===== src/rtl/des_rd_responder_if.sv =====
// Shared types and the bus bundle for des_rd_responder.
// des_rd_pkg     : payload types carried from request to every response word.
// des_rd_responder_if groups three handshakes:
//   req_*  : one read request (address, word size, length-1, task/subtype/CQ slot)
//   mem_*  : single-outstanding 64-byte line read (AR address, R data beat)
//   resp_* : one response word per cycle back to the issuing worker
// Modport slave is the responder's view; master is the view of the
// environment that issues requests, serves lines and consumes words.
package des_rd_pkg;
   typedef logic [15:0] task_t;
   typedef logic [3:0]  subtype_t;
   typedef logic [5:0]  cq_slice_slot_t;
   typedef logic [63:0] data_t;
endpackage

interface des_rd_responder_if;
   import des_rd_pkg::*;

   logic           req_valid;
   logic           req_ready;
   logic [31:0]    req_addr;
   logic [2:0]     req_size;
   logic [7:0]     req_len;
   task_t          req_task;
   subtype_t       req_subtype;
   logic           req_mark_last;
   cq_slice_slot_t req_cq_slot;

   logic           mem_arvalid;
   logic           mem_arready;
   logic [31:0]    mem_araddr;
   logic           mem_rvalid;
   logic           mem_rready;
   logic [511:0]   mem_rdata;

   logic           resp_valid;
   logic           resp_ready;
   task_t          resp_task;
   subtype_t       resp_subtype;
   cq_slice_slot_t resp_cq_slot;
   data_t          resp_data;
   logic [7:0]     resp_word_id;
   logic           resp_last;

   modport slave (
      input  req_valid, req_addr, req_size, req_len, req_task, req_subtype,
             req_mark_last, req_cq_slot,
      output req_ready,
      output mem_arvalid, mem_araddr, mem_rready,
      input  mem_arready, mem_rvalid, mem_rdata,
      output resp_valid, resp_task, resp_subtype, resp_cq_slot, resp_data,
             resp_word_id, resp_last,
      input  resp_ready
   );

   modport master (
      output req_valid, req_addr, req_size, req_len, req_task, req_subtype,
             req_mark_last, req_cq_slot,
      input  req_ready,
      input  mem_arvalid, mem_araddr, mem_rready,
      output mem_arready, mem_rvalid, mem_rdata,
      input  resp_valid, resp_task, resp_subtype, resp_cq_slot, resp_data,
             resp_word_id, resp_last,
      output resp_ready
   );
endinterface


===== src/rtl/des_rd_responder.sv =====
// des_rd_responder: read-side responder of the DES read-only worker pipeline.
// Accepts one request at a time, fetches each touched 64-byte line over a
// single-outstanding line-read port, and returns one response per word with
// word_id and an optional last mark.
// Ports:
//   clk  - clock
//   rstn - asynchronous active-low reset
//   bus  - des_rd_responder_if.slave (req_*, mem_*, resp_* handshakes)
module des_rd_responder
   import des_rd_pkg::*;
#(
   parameter int TILE_ID    = 0,
   parameter int LINE_BYTES = 64
) (
   input  logic                      clk,
   input  logic                      rstn,
   des_rd_responder_if.slave         bus
);

   localparam int OFS = $clog2(LINE_BYTES);

   typedef enum logic [1:0] {IDLE, AR, R, EMIT} state_t;

   state_t       state;
   logic [31:0]  cur_addr;
   logic [511:0] line;
   logic [7:0]   len;
   logic         size8;
   logic         mark_last;

   logic [31:0]  nxt_addr;
   logic [7:0]   nxt_id;
   logic         last_word;

   // Pick the word addressed by wsel (= addr[5:2]) out of a line; address
   // bits below the word size are dropped, 4 B words are zero-extended.
   function automatic data_t extract(input logic [511:0] l, input logic [3:0] wsel,
                                     input logic s8);
      if (s8) return l[64*wsel[3:1] +: 64];
      return {32'b0, l[32*wsel +: 32]};
   endfunction

   assign nxt_addr  = cur_addr + (size8 ? 32'd8 : 32'd4);
   assign nxt_id    = bus.resp_word_id + 8'd1;
   assign last_word = (bus.resp_word_id == len);

   // Decoded from state; gated by rstn so it reads 0 while reset is held.
   assign bus.req_ready = rstn && (state == IDLE);

   always_ff @(posedge clk or negedge rstn) begin
      if (!rstn) begin
         state            <= IDLE;
         cur_addr         <= '0;
         line             <= '0;
         len              <= '0;
         size8            <= 1'b0;
         mark_last        <= 1'b0;
         bus.mem_arvalid  <= 1'b0;
         bus.mem_araddr   <= '0;
         bus.mem_rready   <= 1'b0;
         bus.resp_valid   <= 1'b0;
         bus.resp_task    <= '0;
         bus.resp_subtype <= '0;
         bus.resp_cq_slot <= '0;
         bus.resp_data    <= '0;
         bus.resp_word_id <= '0;
         bus.resp_last    <= 1'b0;
      end else begin
         case (state)
            IDLE: begin
               if (bus.req_valid) begin
                  cur_addr         <= bus.req_addr;
                  len              <= bus.req_len;
                  size8            <= (bus.req_size != 3'd2);
                  mark_last        <= bus.req_mark_last;
                  bus.resp_task    <= bus.req_task;
                  bus.resp_subtype <= bus.req_subtype;
                  bus.resp_cq_slot <= bus.req_cq_slot;
                  bus.resp_word_id <= '0;
                  bus.mem_arvalid  <= 1'b1;
                  bus.mem_araddr   <= {bus.req_addr[31:OFS], {OFS{1'b0}}};
                  state            <= AR;
               end
            end
            AR: begin
               if (bus.mem_arready) begin
                  bus.mem_arvalid <= 1'b0;
                  bus.mem_rready  <= 1'b1;
                  state           <= R;
               end
            end
            R: begin
               // Word is extracted straight from the beat so it is valid the
               // cycle after the R handshake.
               if (bus.mem_rvalid) begin
                  line           <= bus.mem_rdata;
                  bus.mem_rready <= 1'b0;
                  bus.resp_valid <= 1'b1;
                  bus.resp_data  <= extract(bus.mem_rdata, cur_addr[5:2], size8);
                  bus.resp_last  <= mark_last && last_word;
                  state          <= EMIT;
               end
            end
            EMIT: begin
               if (bus.resp_ready) begin
                  if (last_word) begin
                     bus.resp_valid <= 1'b0;
                     bus.resp_last  <= 1'b0;
                     state          <= IDLE;
                  end else begin
                     cur_addr         <= nxt_addr;
                     bus.resp_word_id <= nxt_id;
                     bus.resp_last    <= mark_last && (nxt_id == len);
                     if (nxt_addr[31:OFS] != cur_addr[31:OFS]) begin
                        // Next word lives in another line (incl. 2^32 wrap).
                        bus.resp_valid  <= 1'b0;
                        bus.mem_arvalid <= 1'b1;
                        bus.mem_araddr  <= {nxt_addr[31:OFS], {OFS{1'b0}}};
                        state           <= AR;
                     end else begin
                        bus.resp_data <= extract(line, nxt_addr[5:2], size8);
                     end
                  end
               end
            end
            default: state <= IDLE;
         endcase
      end
   end

`ifdef XILINX_SIMULATOR
   // A data beat outside R is a memory-side protocol error; it is ignored.
   always @(posedge clk)
      if (rstn && bus.mem_rvalid && state != R)
         $error("des_rd_responder[%0d]: mem_rvalid outside R", TILE_ID);
`endif

endmodule


===== src/flat_wrapper.sv =====
// flat-port wrapper written by rule: the top's interface ports become plain ports
module des_rd_responder_flat import des_rd_pkg::*;
#(
   parameter int TILE_ID    = 0,
   parameter int LINE_BYTES = 64
)
  (clk, rstn, bus_req_valid, bus_req_addr, bus_req_size, bus_req_len, bus_req_task, bus_req_subtype, bus_req_mark_last, bus_req_cq_slot, bus_req_ready, bus_mem_arvalid, bus_mem_araddr, bus_mem_rready, bus_mem_arready, bus_mem_rvalid, bus_mem_rdata, bus_resp_valid, bus_resp_task, bus_resp_subtype, bus_resp_cq_slot, bus_resp_data, bus_resp_word_id, bus_resp_last, bus_resp_ready);
  des_rd_responder_if bus_i ();
  input  logic clk;
  input  logic rstn;
  input wire logic [$bits(bus_i.req_valid)-1:0] bus_req_valid;
  input wire logic [$bits(bus_i.req_addr)-1:0] bus_req_addr;
  input wire logic [$bits(bus_i.req_size)-1:0] bus_req_size;
  input wire logic [$bits(bus_i.req_len)-1:0] bus_req_len;
  input wire logic [$bits(bus_i.req_task)-1:0] bus_req_task;
  input wire logic [$bits(bus_i.req_subtype)-1:0] bus_req_subtype;
  input wire logic [$bits(bus_i.req_mark_last)-1:0] bus_req_mark_last;
  input wire logic [$bits(bus_i.req_cq_slot)-1:0] bus_req_cq_slot;
  output wire logic [$bits(bus_i.req_ready)-1:0] bus_req_ready;
  output wire logic [$bits(bus_i.mem_arvalid)-1:0] bus_mem_arvalid;
  output wire logic [$bits(bus_i.mem_araddr)-1:0] bus_mem_araddr;
  output wire logic [$bits(bus_i.mem_rready)-1:0] bus_mem_rready;
  input wire logic [$bits(bus_i.mem_arready)-1:0] bus_mem_arready;
  input wire logic [$bits(bus_i.mem_rvalid)-1:0] bus_mem_rvalid;
  input wire logic [$bits(bus_i.mem_rdata)-1:0] bus_mem_rdata;
  output wire logic [$bits(bus_i.resp_valid)-1:0] bus_resp_valid;
  output wire logic [$bits(bus_i.resp_task)-1:0] bus_resp_task;
  output wire logic [$bits(bus_i.resp_subtype)-1:0] bus_resp_subtype;
  output wire logic [$bits(bus_i.resp_cq_slot)-1:0] bus_resp_cq_slot;
  output wire logic [$bits(bus_i.resp_data)-1:0] bus_resp_data;
  output wire logic [$bits(bus_i.resp_word_id)-1:0] bus_resp_word_id;
  output wire logic [$bits(bus_i.resp_last)-1:0] bus_resp_last;
  input wire logic [$bits(bus_i.resp_ready)-1:0] bus_resp_ready;
  assign bus_i.req_valid = bus_req_valid;
  assign bus_i.req_addr = bus_req_addr;
  assign bus_i.req_size = bus_req_size;
  assign bus_i.req_len = bus_req_len;
  assign bus_i.req_task = bus_req_task;
  assign bus_i.req_subtype = bus_req_subtype;
  assign bus_i.req_mark_last = bus_req_mark_last;
  assign bus_i.req_cq_slot = bus_req_cq_slot;
  assign bus_req_ready = bus_i.req_ready;
  assign bus_mem_arvalid = bus_i.mem_arvalid;
  assign bus_mem_araddr = bus_i.mem_araddr;
  assign bus_mem_rready = bus_i.mem_rready;
  assign bus_i.mem_arready = bus_mem_arready;
  assign bus_i.mem_rvalid = bus_mem_rvalid;
  assign bus_i.mem_rdata = bus_mem_rdata;
  assign bus_resp_valid = bus_i.resp_valid;
  assign bus_resp_task = bus_i.resp_task;
  assign bus_resp_subtype = bus_i.resp_subtype;
  assign bus_resp_cq_slot = bus_i.resp_cq_slot;
  assign bus_resp_data = bus_i.resp_data;
  assign bus_resp_word_id = bus_i.resp_word_id;
  assign bus_resp_last = bus_i.resp_last;
  assign bus_i.resp_ready = bus_resp_ready;
  des_rd_responder #(.TILE_ID(TILE_ID), .LINE_BYTES(LINE_BYTES)) u_core (.clk(clk), .rstn(rstn), .bus(bus_i));
endmodule

===== config.mk =====
export PLATFORM = sky130hd
export DESIGN_NAME = des_rd_responder_flat
export DESIGN_NICKNAME = d
export VERILOG_FILES = /design/src/rtl/des_rd_responder_if.sv /design/src/rtl/des_rd_responder.sv /design/src/flat_wrapper.sv
export SDC_FILE = /design/constraint.sdc
export NUM_CORES = 2
export LEC_CHECK = 0
export CORE_ASPECT_RATIO = 0.9
export CORE_MARGIN = 1
export CORE_UTILIZATION = 50
export CTS_CLUSTER_DIAMETER = 80
export DETAILED_ROUTE_END_ITERATION = 8
export PLACE_DENSITY = 0.77
export RECOVER_POWER = 50
export SLEW_MARGIN = 10
export SYNTH_ARGS = -nofsm -noshare
export SYNTH_HDL_FRONTEND = slang
export SYNTH_SLANG_ARGS = --single-unit

===== constraint.sdc =====
create_clock -name clk -period 11.3 [get_ports clk]
set_clock_uncertainty 0.05 [all_clocks]
set_input_delay 2.26 -clock clk [delete_from_list [all_inputs] [get_ports clk]]
set_output_delay 2.26 -clock clk [all_outputs]
set_load 0.02 [all_outputs]

Word level (Yosys, flattened, before mapping)
Cells that the tools add are included.
{"block": "word_totals", "register_bits": 690, "latchBits": 0, "mem_bits_rw": 0, "rom_bits": 0, "output_inout_bits": 135, "wordCells": 110, "memories": 0}
{"block": "op_classes", "add_sub_neg": 2, "multipliers": 0, "div_mod_pow": 0, "n_lt_le_gt_ge": 0, "eq_ne": 15, "shifts": 4, "muxes": 55, "n_bitwise": 0, "reduce_logical": 18}
{"cell": "$shiftx A512 B10 Y32", "n": 2}
{"cell": "$shiftx A512 B10 Y64", "n": 2}
{"cell": "$mux W64", "n": 8}
{"cell": "$mux W32", "n": 7}
{"cell": "$pmux W32 S2", "n": 2}
{"cell": "$pmux W64 S2", "n": 1}
{"cell": "$add A32 B32 Y32", "n": 1}
{"cell": "$ne A26 B26 Y1", "n": 1}
{"cell": "$mux W8", "n": 3}
{"cell": "$mux W1", "n": 21}
{"cell": "$eq A8 B8 Y1", "n": 2}
{"cell": "$pmux W8 S2", "n": 1}
{"cell": "$reduce_and A5 Y1", "n": 3}
{"cell": "$mux W2", "n": 6}
{"cell": "$ne A2 B2 Y1 const B", "n": 6}
{"cell": "$add A8 B1 Y8 const B", "n": 1}
{"cell": "$pmux W2 S4", "n": 1}
{"cell": "$reduce_and A4 Y1", "n": 2}
{"cell": "$pmux W1 S2", "n": 3}
{"cell": "$reduce_and A3 Y1", "n": 2}
{"cell": "$reduce_and A6 Y1", "n": 1}
{"cell": "$reduce_bool A2 Y1", "n": 3}
{"cell": "$eq A2 B2 Y1 const B", "n": 2}
{"cell": "$mux W4", "n": 1}
{"cell": "other kinds (9)", "n": 12}

Depth between registers and ports, before layout
{"block": "depth", "ltp_word": 12, "ltp_mapped": 16, "depth_no_buf": 9}

Worst setup path after synthesis
No wires, ideal clock.
{"block": "synth_path", "kind": "input-to-output", "startpoint": "in rstn", "endpoint": "out bus_req_ready", "arrival_ns": 2.476, "required_time_ns": 8.990, "setup_slack_ns": 6.514, "stages": 1, "n_path_buf": 0, "cell_sequence": "and2_1"}
{"block": "synth_between", "elab_chain_len": 1}
{"item": "start, declared", "line": "flat_wrapper.sv:10", "rtl": "input logic rstn;"}
{"item": "$logic_and A1 B1 Y1", "line": "des_rd_responder.sv:48", "rtl": "assign bus.req_ready = rstn && (state == IDLE);"}
{"item": "end, declared", "line": "flat_wrapper.sv:19", "rtl": "output wire logic [$bits(bus_i.req_ready)-1:0] bus_req_ready;"}
No other way between the ends.

Worst setup path after layout
{"block": "layout_path", "startpoint": "reg u_core.state[1]", "endpoint": "reg u_core.cur_addr[20]"}
{"block": "layout_between", "elab_chain_len": 3}
{"item": "start, declared", "line": "des_rd_responder.sv:24", "rtl": "state_t state;"}
{"item": "start signal, assigned", "line": "des_rd_responder.sv:52", "rtl": "state <= IDLE;"}
{"item": "start signal, assigned", "line": "des_rd_responder.sv:82", "rtl": "state <= AR;"}
{"item": "start signal, assigned", "line": "des_rd_responder.sv:89", "rtl": "state <= R;"}
{"item": "$eq A2 B2 Y1 or $logic_not A2 Y1 (tied branches)"}
{"item": "$ne A2 B2 Y1 (no source line) or $reduce_bool A2 Y1 (tied branches)"}
{"item": "$reduce_and A4 Y1 (no source line)"}
{"item": "end signal, assigned", "line": "des_rd_responder.sv:72", "rtl": "cur_addr <= bus.req_addr;"}
{"item": "end signal, assigned", "line": "des_rd_responder.sv:111", "rtl": "cur_addr <= nxt_addr;"}
{"item": "end, declared", "line": "des_rd_responder.sv:25", "rtl": "logic [31:0] cur_addr;"}
Parallel ways exist; a longest one is shown, timed or not.
A chain may end at the register's enable or synchronous reset.

==> run summary <==
Most common library cells after synthesis: dfrtp_1, mux2_2, mux4_2
Max_cap viols: 6
Final ANT Viol Nets: 0
Share of cells above drive strength 1: 30.1%
Power Internal: 9.65 mW
Reg-to-reg startpoint: u_core.state[1]
Synth unique cells: 74
CTS tree: done
Busiest layer in global routing: met2
H-tree levels: 3
Area after DPL: 47600 µm²
Count leader, synth: dfrtp_1
Flops & latches, synth: 682
Leading area contributor after synthesis: dfrtp_1
Hold Crit Class: flip-flop to flip-flop
IO Port Bufs: 714
Fin worst setup slack: 3.04 ns
Met3 GRT Util: 8.95%
CTS Hold Bufs: 0
Global-route wire length before repair: 211 mm
Number of synthesized flops with an enable pin: 0
Total number of yosys warnings: 0
Fin crit share: 73.1%
Ys async rst share: 100%
Switching power: 6.63 mW
Result of the run: finished, violations left
Cell count after synthesis: 3035
Routed vias/inst: 6.60
Stages on worst setup path: 9
Failing checks: capacitance limit, slew limit
P_leak: 20.1 nW
Core area: 78200 µm²
CP max stage delay: 2.42 ns
Met2 usage: 54.1%
Die area: 80600 µm²
Vias in the first global route: 31600
Initial Util: 50.8%
Slew of the pin with the lowest slew margin: 3.82 ns
PwrDens: 324 nW/µm²
Routed wire length: 142 mm
Worst path cell trace: ha_1 > clkbuf_1 > clkbuf_1 > buf_4 > nand2b_1 > a21o_1 > buf_4 > a21oi_1 > o22a_1
Area contributors post-synth: dfrtp_1, mux4_2, mux2_2
Unrepaired setup endpoints after global routing: false
GP Congestion: 0.907
Reg2Reg Setup Slack: 3.04 ns
Critical path buffers and inverters: 4
Sequential share of the synthesized area: 43.0%
I/O pin count: 723
DR DRC count: 0
Max-slew violation count: 320
Slew margin rel.: -155%
Critical path fanouts, max: 105
Post-cts sizing count: 0
Fin. Hold Viols: 0
Reg power frac: 27.9%
R2R Path End: u_core.cur_addr[20]
Worst-path clk slew: 0.06 ns
Delay-heaviest family, CP: buffers and inverters
Drt initial violations: 2932
Crit end category: flip-flop
Mapped cell area: 39700 µm²
CP required: 11.76 ns
Pre-antenna DRT Iters: 5
Rows: 97
Clock Tree Root: clkbuf_16
FMAX: 121 MHz
Gate power share: 56.1%
Clock latency on the worst-skew pair: 0.64 ns
CTS Buffer Depth: 3
Global Route Usage Sum: 35.1%
Switching share of power: 40.7%
Final setup fails: 0
Vias: 31500
Die height: 269 µm
Avg Cell Area, Syn: 13.1 µm²
Clock Sinks: 682
Post-synth top flop: dfrtp_1
Initial antenna violation count: 55
Min Tclk post-route: 8.26 ns
Finished layout cell area: 50300 µm²
Crit path launch type: flip-flop
Area of the multi-input gates: 21400 µm²
Fillers: 5976
Layout area overhead: 26.5%
Largest net degree at the start of global routing: 189
Maximum VDD drop: 0.235 mV
CTS buffer count: 77
Die X: 299 µm
Fin Setup TNS: 0 ns
WP data arrival: 8.72 ns
Sequential Area: 17100 µm²
Clock power share: 16.0%
CP Capture Point: u_core.cur_addr[20]
DR WL/cell: 29.9 µm
Grt ovf: 0
DP Worst Slack: 5.18 ns
CP Class: flip-flop to flip-flop
CP startpoint: u_core.state[1]
Met1 usage: 46.8%
Hpwl dp: 98.3 mm
Synth top area share: 43.0%
Postcts setup bufs: 0
Slowest CP cell: clkbuf_1
Net count, final: 4227
Reg2Reg Depth: 9
layout by cell type (no fill, tap or decap), types with 15 or more instances in the layout:
master,instances
nand2_1,171
a22oi_1,35
dfrtp_1,677
o211ai_1,19
a21oi_1,80
mux4_2,312
nand3_1,43
clkbuf_16,78
clkbuf_1,18
inv_1,19
a22o_1,26
clkbuf_8,17
nor2_1,81
o22ai_1,19
o21ai_0,75
a21o_1,27
mux2_2,567
nor2b_1,44
mux2i_1,182
a31oi_1,20
a211oi_1,66
clkdlybuf4s50_1,586
clkinv_2,18
nor3_1,36
nand4_1,20
buf_4,62
xnor2_1,23
a2111oi_0,15
diode_2,40
and3_1,15
dlygate4sd3_1,127
flip-flops by register name, indices dropped and copies added (netlist names), 2 cells and up:
signal	cells
u_core.bus.resp_task	16
u_core.line	512
u_core.bus.mem_araddr	26
u_core.cur_addr	30
u_core.bus.resp_word_id	8
u_core.bus.resp_subtype	4
u_core.bus.resp_cq_slot	6
u_core.len	8
u_core.bus.resp_data	64
u_core.state	2
worst min-delay path by stage:
| stage | from | endpoint | slack (ns) | cells past startpoint |
|---|---|---|---|---|
| global route | u_core.bus.mem_araddr[11] | u_core.bus.mem_araddr[11] | 0.43 | 1 |
| finish | u_core.bus.mem_araddr[11] | u_core.bus.mem_araddr[11] | 0.42 | 1 |
| floorplan | u_core.line[277] | u_core.line[277] | 0.42 | 1 |
| global placement | u_core.bus.resp_data[43] | u_core.bus.resp_data[43] | 0.41 | 1 |
| CTS | u_core.bus.mem_araddr[11] | u_core.bus.mem_araddr[11] | 0.43 | 1 |
| detailed placement | u_core.bus.mem_araddr[11] | u_core.bus.mem_araddr[11] | 0.41 | 1 |
power by group through the flow:
stage | Combinational [mW] | Sequential, mW | Clock [mW]
final | 9.13 | 4.55 | 2.60
after global routing | 9.67 | 4.68 | 2.72
after CTS | 9.15 | 4.52 | 2.64
after detailed placement | 9.10 | 4.55 | 0
after global placement | 8.93 | 4.49 | 0
after floorplan | 6.36 | 4.45 | 0
cells by family after synthesis:
kind of cell	after synthesis	share of synthesized area [%]
DFF	682	43.0
xor gates and xnor gates	39	0.860
other	1	0.00944
muxes	1061	38.4
buffers and inverters	292	3.30
adders and majority gates	9	0.302
and+or+nand+nor	469	5.63
AOI/OAI and AO/OA	482	8.57
metal layers:
metal	share of wire [%]	vias up
met3	9.5	414
met5	0.16	-
met4	4.8	36
met1	39	16200
met2	47	1776
li1	-	13000
cell type report:
class / instances / area share, %
diodes: 40 / 0.199
clock buffers: 107 / 4.44
clock inverters: 34 / 0.752
inverters: 21 / 0.157
multi-input cells: 2066 / 42.7
flip-flops and latches: 682 / 34.0
well taps: 1039 / 2.59
repair buffers: 782 / 15.2
worst register-to-register path: stages, from the launching register on:
cell and delay (ns):
dfrtp_1 0.44, ha_1 0.48, clkbuf_1 2.42, clkbuf_1 2.28, buf_4 1.18, nand2b_1 0.28
a21o_1 0.27, buf_4 0.42, a21oi_1 0.10, o22a_1 0.24
stage by stage:
stage | total power [mW] | utilization [%] | hold slack, ns | std cells
after floorplan | 10.8 | - | 0.424 | 3040
after global placement | 13.4 | 60.9 | 0.410 | 4590
after detailed placement | 13.7 | 60.9 | 0.415 | 4590
after CTS | 16.3 | 64.2 | 0.428 | 4731
after global routing | 17.1 | 64.3 | 0.429 | 4761
final | 16.3 | 64.3 | 0.421 | 4771
Power figures use the tool's default switching activity.
